<file path="src/rtl/wishbone_bus_arbiter.sv">
// Two-master, one-slave Wishbone arbiter granting whole cyc-bracketed bus cycles.
// Define ARB_ROUND_ROBIN_EN for round-robin contests; default is fixed data-master priority.
module wishbone_bus_arbiter #(
  parameter int unsigned DW = 32,
  parameter int unsigned AW = 32
) (
  input  logic          clk,
  input  logic          rst,
  // Instruction master
  input  logic [AW-1:0] iwb_addr_i,
  input  logic [DW-1:0] iwb_data_i,
  input  logic          iwb_we_i,
  input  logic [3:0]    iwb_sel_i,
  input  logic          iwb_stb_i,
  input  logic          iwb_cyc_i,
  output logic [DW-1:0] iwb_data_o,
  output logic          iwb_ack_o,
  // Data master
  input  logic [AW-1:0] dwb_addr_i,
  input  logic [DW-1:0] dwb_data_i,
  input  logic          dwb_we_i,
  input  logic [3:0]    dwb_sel_i,
  input  logic          dwb_stb_i,
  input  logic          dwb_cyc_i,
  output logic [DW-1:0] dwb_data_o,
  output logic          dwb_ack_o,
  // Slave
  output logic [AW-1:0] swb_addr_o,
  output logic [DW-1:0] swb_data_o,
  output logic          swb_we_o,
  output logic [3:0]    swb_sel_o,
  output logic          swb_stb_o,
  output logic          swb_cyc_o,
  input  logic [DW-1:0] swb_data_i,
  input  logic          swb_ack_i,
  output logic [1:0]    gnt_o
);

  typedef enum logic [1:0] {
    StIdle = 2'd0,
    StGntI = 2'd1,
    StGntD = 2'd2
  } state_e;

  state_e state_q, state_d;
  logic   last_i_q, last_i_d;
  state_e pick;

  // Arbitration on cyc only; a lone stb never requests.
  always_comb begin
    pick = StIdle;
    unique case ({dwb_cyc_i, iwb_cyc_i})
      2'b01:   pick = StGntI;
      2'b10:   pick = StGntD;
`ifdef ARB_ROUND_ROBIN_EN
      2'b11:   pick = last_i_q ? StGntD : StGntI;
`else
      2'b11:   pick = StGntD;
`endif
      default: pick = StIdle;
    endcase
  end

  always_comb begin
    state_d  = state_q;
    last_i_d = last_i_q;
    unique case (state_q)
      StGntI:  state_d = iwb_cyc_i ? StGntI : pick;
      StGntD:  state_d = dwb_cyc_i ? StGntD : pick;
      default: state_d = pick;
    endcase
    if (state_d == StGntI) begin
      last_i_d = 1'b1;
    end else if (state_d == StGntD) begin
      last_i_d = 1'b0;
    end
  end

  always_ff @(posedge clk or negedge rst) begin
    if (!rst) begin
      state_q  <= StIdle;
      last_i_q <= 1'b1;
    end else begin
      state_q  <= state_d;
      last_i_q <= last_i_d;
    end
  end

  always_comb begin
    swb_addr_o = '0;
    swb_data_o = '0;
    swb_we_o   = 1'b0;
    swb_sel_o  = 4'b0000;
    swb_stb_o  = 1'b0;
    swb_cyc_o  = 1'b0;
    iwb_data_o = '0;
    iwb_ack_o  = 1'b0;
    dwb_data_o = '0;
    dwb_ack_o  = 1'b0;
    unique case (state_q)
      StGntI: begin
        swb_addr_o = iwb_addr_i;
        swb_data_o = iwb_data_i;
        swb_we_o   = iwb_we_i;
        swb_sel_o  = iwb_sel_i;
        swb_stb_o  = iwb_stb_i;
        swb_cyc_o  = iwb_cyc_i;
        iwb_data_o = swb_data_i;
        iwb_ack_o  = swb_ack_i;
      end
      StGntD: begin
        swb_addr_o = dwb_addr_i;
        swb_data_o = dwb_data_i;
        swb_we_o   = dwb_we_i;
        swb_sel_o  = dwb_sel_i;
        swb_stb_o  = dwb_stb_i;
        swb_cyc_o  = dwb_cyc_i;
        dwb_data_o = swb_data_i;
        dwb_ack_o  = swb_ack_i;
      end
      default: ;
    endcase
  end

  assign gnt_o = {state_q == StGntD, state_q == StGntI};

endmodule

</file>
<file path="config.mk">
export PLATFORM = sky130hd
export DESIGN_NAME = wishbone_bus_arbiter
export DESIGN_NICKNAME = d
export VERILOG_FILES = /design/src/rtl/wishbone_bus_arbiter.sv
export SDC_FILE = /design/constraint.sdc
export NUM_CORES = 1
export LEC_CHECK = 0
export ABC_CLOCK_PERIOD_IN_PS = 1800
export BUFFER_PORTS_ARGS = -buffer_cell sky130_fd_sc_hd__clkbuf_2
export CORE_AREA = 2 2 121 123
export DETAILED_ROUTE_END_ITERATION = 10
export DIE_AREA = 0 0 123 125
export MAX_ROUTING_LAYER = met4
export PLACE_DENSITY_LB_ADDON = 0.25
export SETUP_SLACK_MARGIN = 0.1
export SLEW_MARGIN = 10
export SYNTH_ARGS = -nofsm -noshare
export SYNTH_HDL_FRONTEND = slang
export SYNTH_SLANG_ARGS = --single-unit
export TNS_END_PERCENT = 100
</file>
<file path="constraint.sdc">
create_clock -name clk -period 1.8 [get_ports clk]
set_input_delay 0.36 -clock clk [delete_from_list [all_inputs] [get_ports clk]]
set_output_delay 0.36 -clock clk [all_outputs]
set_load 0.01 [all_outputs]
</file>
==> metrics.md <==
| Metric | Value |
|---|---|
| Static leakage | `2.41 nW` |
| RSZ-0062 raised after global routing | `true` |
| Number of antenna repair diodes | `0` |
| Path type of the worst setup path | `reg -> out` |
| Max reg flops | `2` |
| Required time at the worst-slack endpoint | `1.44 ns` |
| Mapped Nets | `429` |
| Seq/Total Area, Yosys | `2.77%` |
| Number of routed nets with antenna violations | `0` |
| Worst supply voltage drop on vdd | `0.000463 V` |
| Growth of design area from synthesis to finish | `164%` |
| Share of the clock period used by the worst path | `108%` |
| Overall routed net length | `12.4 mm` |
| Final non-filler cell total | `762` |
| Clock tree skew after final layout | `0.00181 ns` |
| Post-synth cell types | `16` |
| Overall die width | `123 µm` |
| Least-Margin Pin Slew | `0.201 ns` |
| Hold WS | `0.411 ns` |
| Die footprint | `15400 µm²` |
| Maximum Capacitance Violations | `0` |
| Register Area | `50.0 µm²` |
| Num ports | `316` |
| I/O Buffers | `315` |
| Post-Synthesis Cell Area | `1800 µm²` |
| Number of violations reported at the end of detailed-routing iteration 0 | `89` |
| Post-detail-place hpwl | `7.52 mm` |
| Arrival time at the worst endpoint | `1.59 ns` |
| Power per cell area | `745 nW/µm²` |
| Highest clock rate | `0.513 GHz` |
| Max-slew violation total from the final report | `0` |
| Area taken by multi-input logic gates | `1760 µm²` |
| Synthesis Warnings | `0` |
| Summed area of non-filler cells in the final layout | `4760 µm²` |
| Share of post-route cells with drive strength above 1 | `83.4%` |
| Clock root buffer | `sky130_fd_sc_hd__clkbuf_16` |
| H-Tree Depth | `1` |
| Largest area contributor in the synthesized netlist | `sky130_fd_sc_hd__a22oi_2` |
| Inserted Clock Buffers | `3` |
| Detailed Routing Iterations Pass 1 | `4` |
| Nets@finish | `759` |
| Post-layout min period | `1.95 ns` |
| Global-route congestion overflow total | `0` |
| Mean Syn Cell Area | `7.22 µm²` |
| Largest cells by area after synthesis | `sky130_fd_sc_hd__a22oi_2, sky130_fd_sc_hd__and2_1, sky130_fd_sc_hd__a22oi_1` |
| CTS Buffer Depth | `2` |
| Clock tree from TritonCTS | `yes` |
| Most flop-heavy register | `state_q` |
| Number of DRC violations after detailed routing | `0` |
| Final setup violating endpoints | `131` |
| Worst-Skew Late Latency | `0.22 ns` |
| Synthesized instance count | `250` |
| Run status | `complete, but fails checks` |
| Worst setup SP type | `register` |
| Number of filler instances in the final layout | `1501` |
| Via count | `3208` |
| Overall fraction of global-route tracks in use | `11.9%` |
| Routed WL per cell | `16.3 µm` |
| Initial Util | `12.7%` |
| Gp weighted congestion | `0.823` |
| Via-per-instance ratio | `4.21` |
| Number of global-route vias before repair | `2877` |
| Relative slew margins | `86.6%` |
| Placed inst area | `3540 µm²` |
| Post-CTS clock slew at the launch and capture registers of the worst setup and hold paths | `0.03 ns` |
| Num rows | `44` |
| Yosys reg bits | `2` |
| Top Registers | `state_q (2)` |
| Die Span Y | `125 µm` |
| Maximum net fanout on the critical path | `5` |
| Global-route wire length before repair | `14.3 mm` |
| Classification of the worst-slack hold path | `in -> reg` |
| Violated checks | `setup timing` |
| Area of the core region | `14200 µm²` |
| Setup total negative slack | `-10.98 ns` |
| Area fraction of the dominant cell type after synthesis | `27.7%` |
| Final worst slack | `-0.150 ns` |
| Pin count of the biggest net entering global routing | `57` |
| Final hold violations | `0` |
| Kind of end point of the critical path | `output port` |
| # placed instances | `724` |
| Number of antenna violations at the first check in global routing | `0` |
| Total number of clock tree sinks | `2` |
## per-layer routing
layer | vias to the layer above | GRT usage (%) | share of wire, %
met5 | - | - | 0
li1 | 1534 | - | -
met2 | 165 | 21.8 | 51
met3 | 6 | 0.776 | 6.4
met1 | 1503 | 14.3 | 42
met4 | 0 | 2.14 | 0.51
## logic make-up (layout without fill, tap and decap cells)
logic type	count (synthesis)	count (layout)	share of synthesized area, %
compound gates	74	74	42.0
fa+ha+maj	2	2	1.39
buf+inv	33	361	12.5
flops	2	2	2.77
simple gates	139	139	41.4
## placed cells by master, fill, tap and decap left out
cell,n
sky130_fd_sc_hd__clkbuf_2,264
sky130_fd_sc_hd__a22oi_2,65
sky130_fd_sc_hd__nor2_1,48
sky130_fd_sc_hd__buf_6,37
sky130_fd_sc_hd__and2_1,34
sky130_fd_sc_hd__and2_4,32
sky130_fd_sc_hd__nor2_2,23
sky130_fd_sc_hd__buf_2,18
sky130_fd_sc_hd__clkbuf_16,14
sky130_fd_sc_hd__buf_12,11
sky130_fd_sc_hd__buf_16,9
sky130_fd_sc_hd__a22oi_1,6
sky130_fd_sc_hd__buf_4,3
sky130_fd_sc_hd__inv_2,2
sky130_fd_sc_hd__ha_4,2
sky130_fd_sc_hd__buf_8,2
sky130_fd_sc_hd__dfrtp_1,2
sky130_fd_sc_hd__nand2b_1,1
sky130_fd_sc_hd__o21bai_1,1
sky130_fd_sc_hd__a21boi_0,1
sky130_fd_sc_hd__nor2b_1,1
sky130_fd_sc_hd__o31a_1,1
sky130_fd_sc_hd__dlygate4sd3_1,1
## per-stage QoR
step / utilization, % / total power, mW / setup slack (ns)
6_report: 33.5 / 3.55 / -0.150
5_1_grt: 33.5 / 3.77 / -0.209
4_1_cts: 27.7 / 2.90 / -0.125
3_5_place_dp: 24.9 / 2.14 / 0.0351
3_3_place_gp: 24.9 / 2.11 / 0.109
2_1_floorplan: - / 1.32 / 0.126
## Yosys cell counts (all sizes together)
cell	number
nand2b	1
o31a	1
a21boi	1
clkbuf	10
nor2b	1
dfrtp	2
ha	2
a22oi	71
buf	21
and2	66
o21bai	1
inv	2
nor2	71
## path summary, 6_finish.rpt
| check | startpoint | to | slack [ns] | cells past startpoint |
|---|---|---|---|---|
| setup reg to reg | state_q[0] | state_q[1] | 0.34 | 6 |
| min in group asynchronous | rst | state_q[1] | 0.48 | 2 |
| hold / removal | dwb_cyc_i | state_q[1] | 0.41 | 2 |
| setup / recovery | state_q[0] | swb_cyc_o | -0.15 | 7 |
| hold reg to reg | state_q[1] | state_q[1] | 0.83 | 2 |
| max in group asynchronous | rst | state_q[0] | 1.22 | 2 |
## area by class of cell
type                    instances  area share [%]
repair buffers                356            55.4
well taps                     184            4.84
multi-input cells             215            37.0
clock buffers                   3            1.58
flip-flops and latches          2            1.05
inverters                       2           0.158
## critical path, stage by stage, from the launching register on
cell,delay (ns)
sky130_fd_sc_hd__dfrtp_1,0.38
sky130_fd_sc_hd__buf_4,0.15
sky130_fd_sc_hd__ha_4,0.17
sky130_fd_sc_hd__buf_12,0.14
sky130_fd_sc_hd__buf_4,0.14
sky130_fd_sc_hd__a22oi_2,0.18
sky130_fd_sc_hd__nor2_1,0.06
sky130_fd_sc_hd__buf_2,0.15
## report_power, final
part	internal, mW	switching [mW]	total [mW]
registers	0.0534	0.00770	0.0611
clock network	0.283	0.0519	0.335
logic	1.67	1.48	3.15
total	2.01	1.54	3.55
## timing repair
action / 4_1_cts / 5_1_grt
pin swaps: 4 / 24
gates cloned: 6 / 17
hold buffers: 1 / 0
resized for setup: 17 / 150
buffers inserted: 7 / 5
endpoints found under the hold margin: 2 / 0
setup endpoints to repair: 138 / 139
Note: power is estimated with default switching activity, not from simulation.
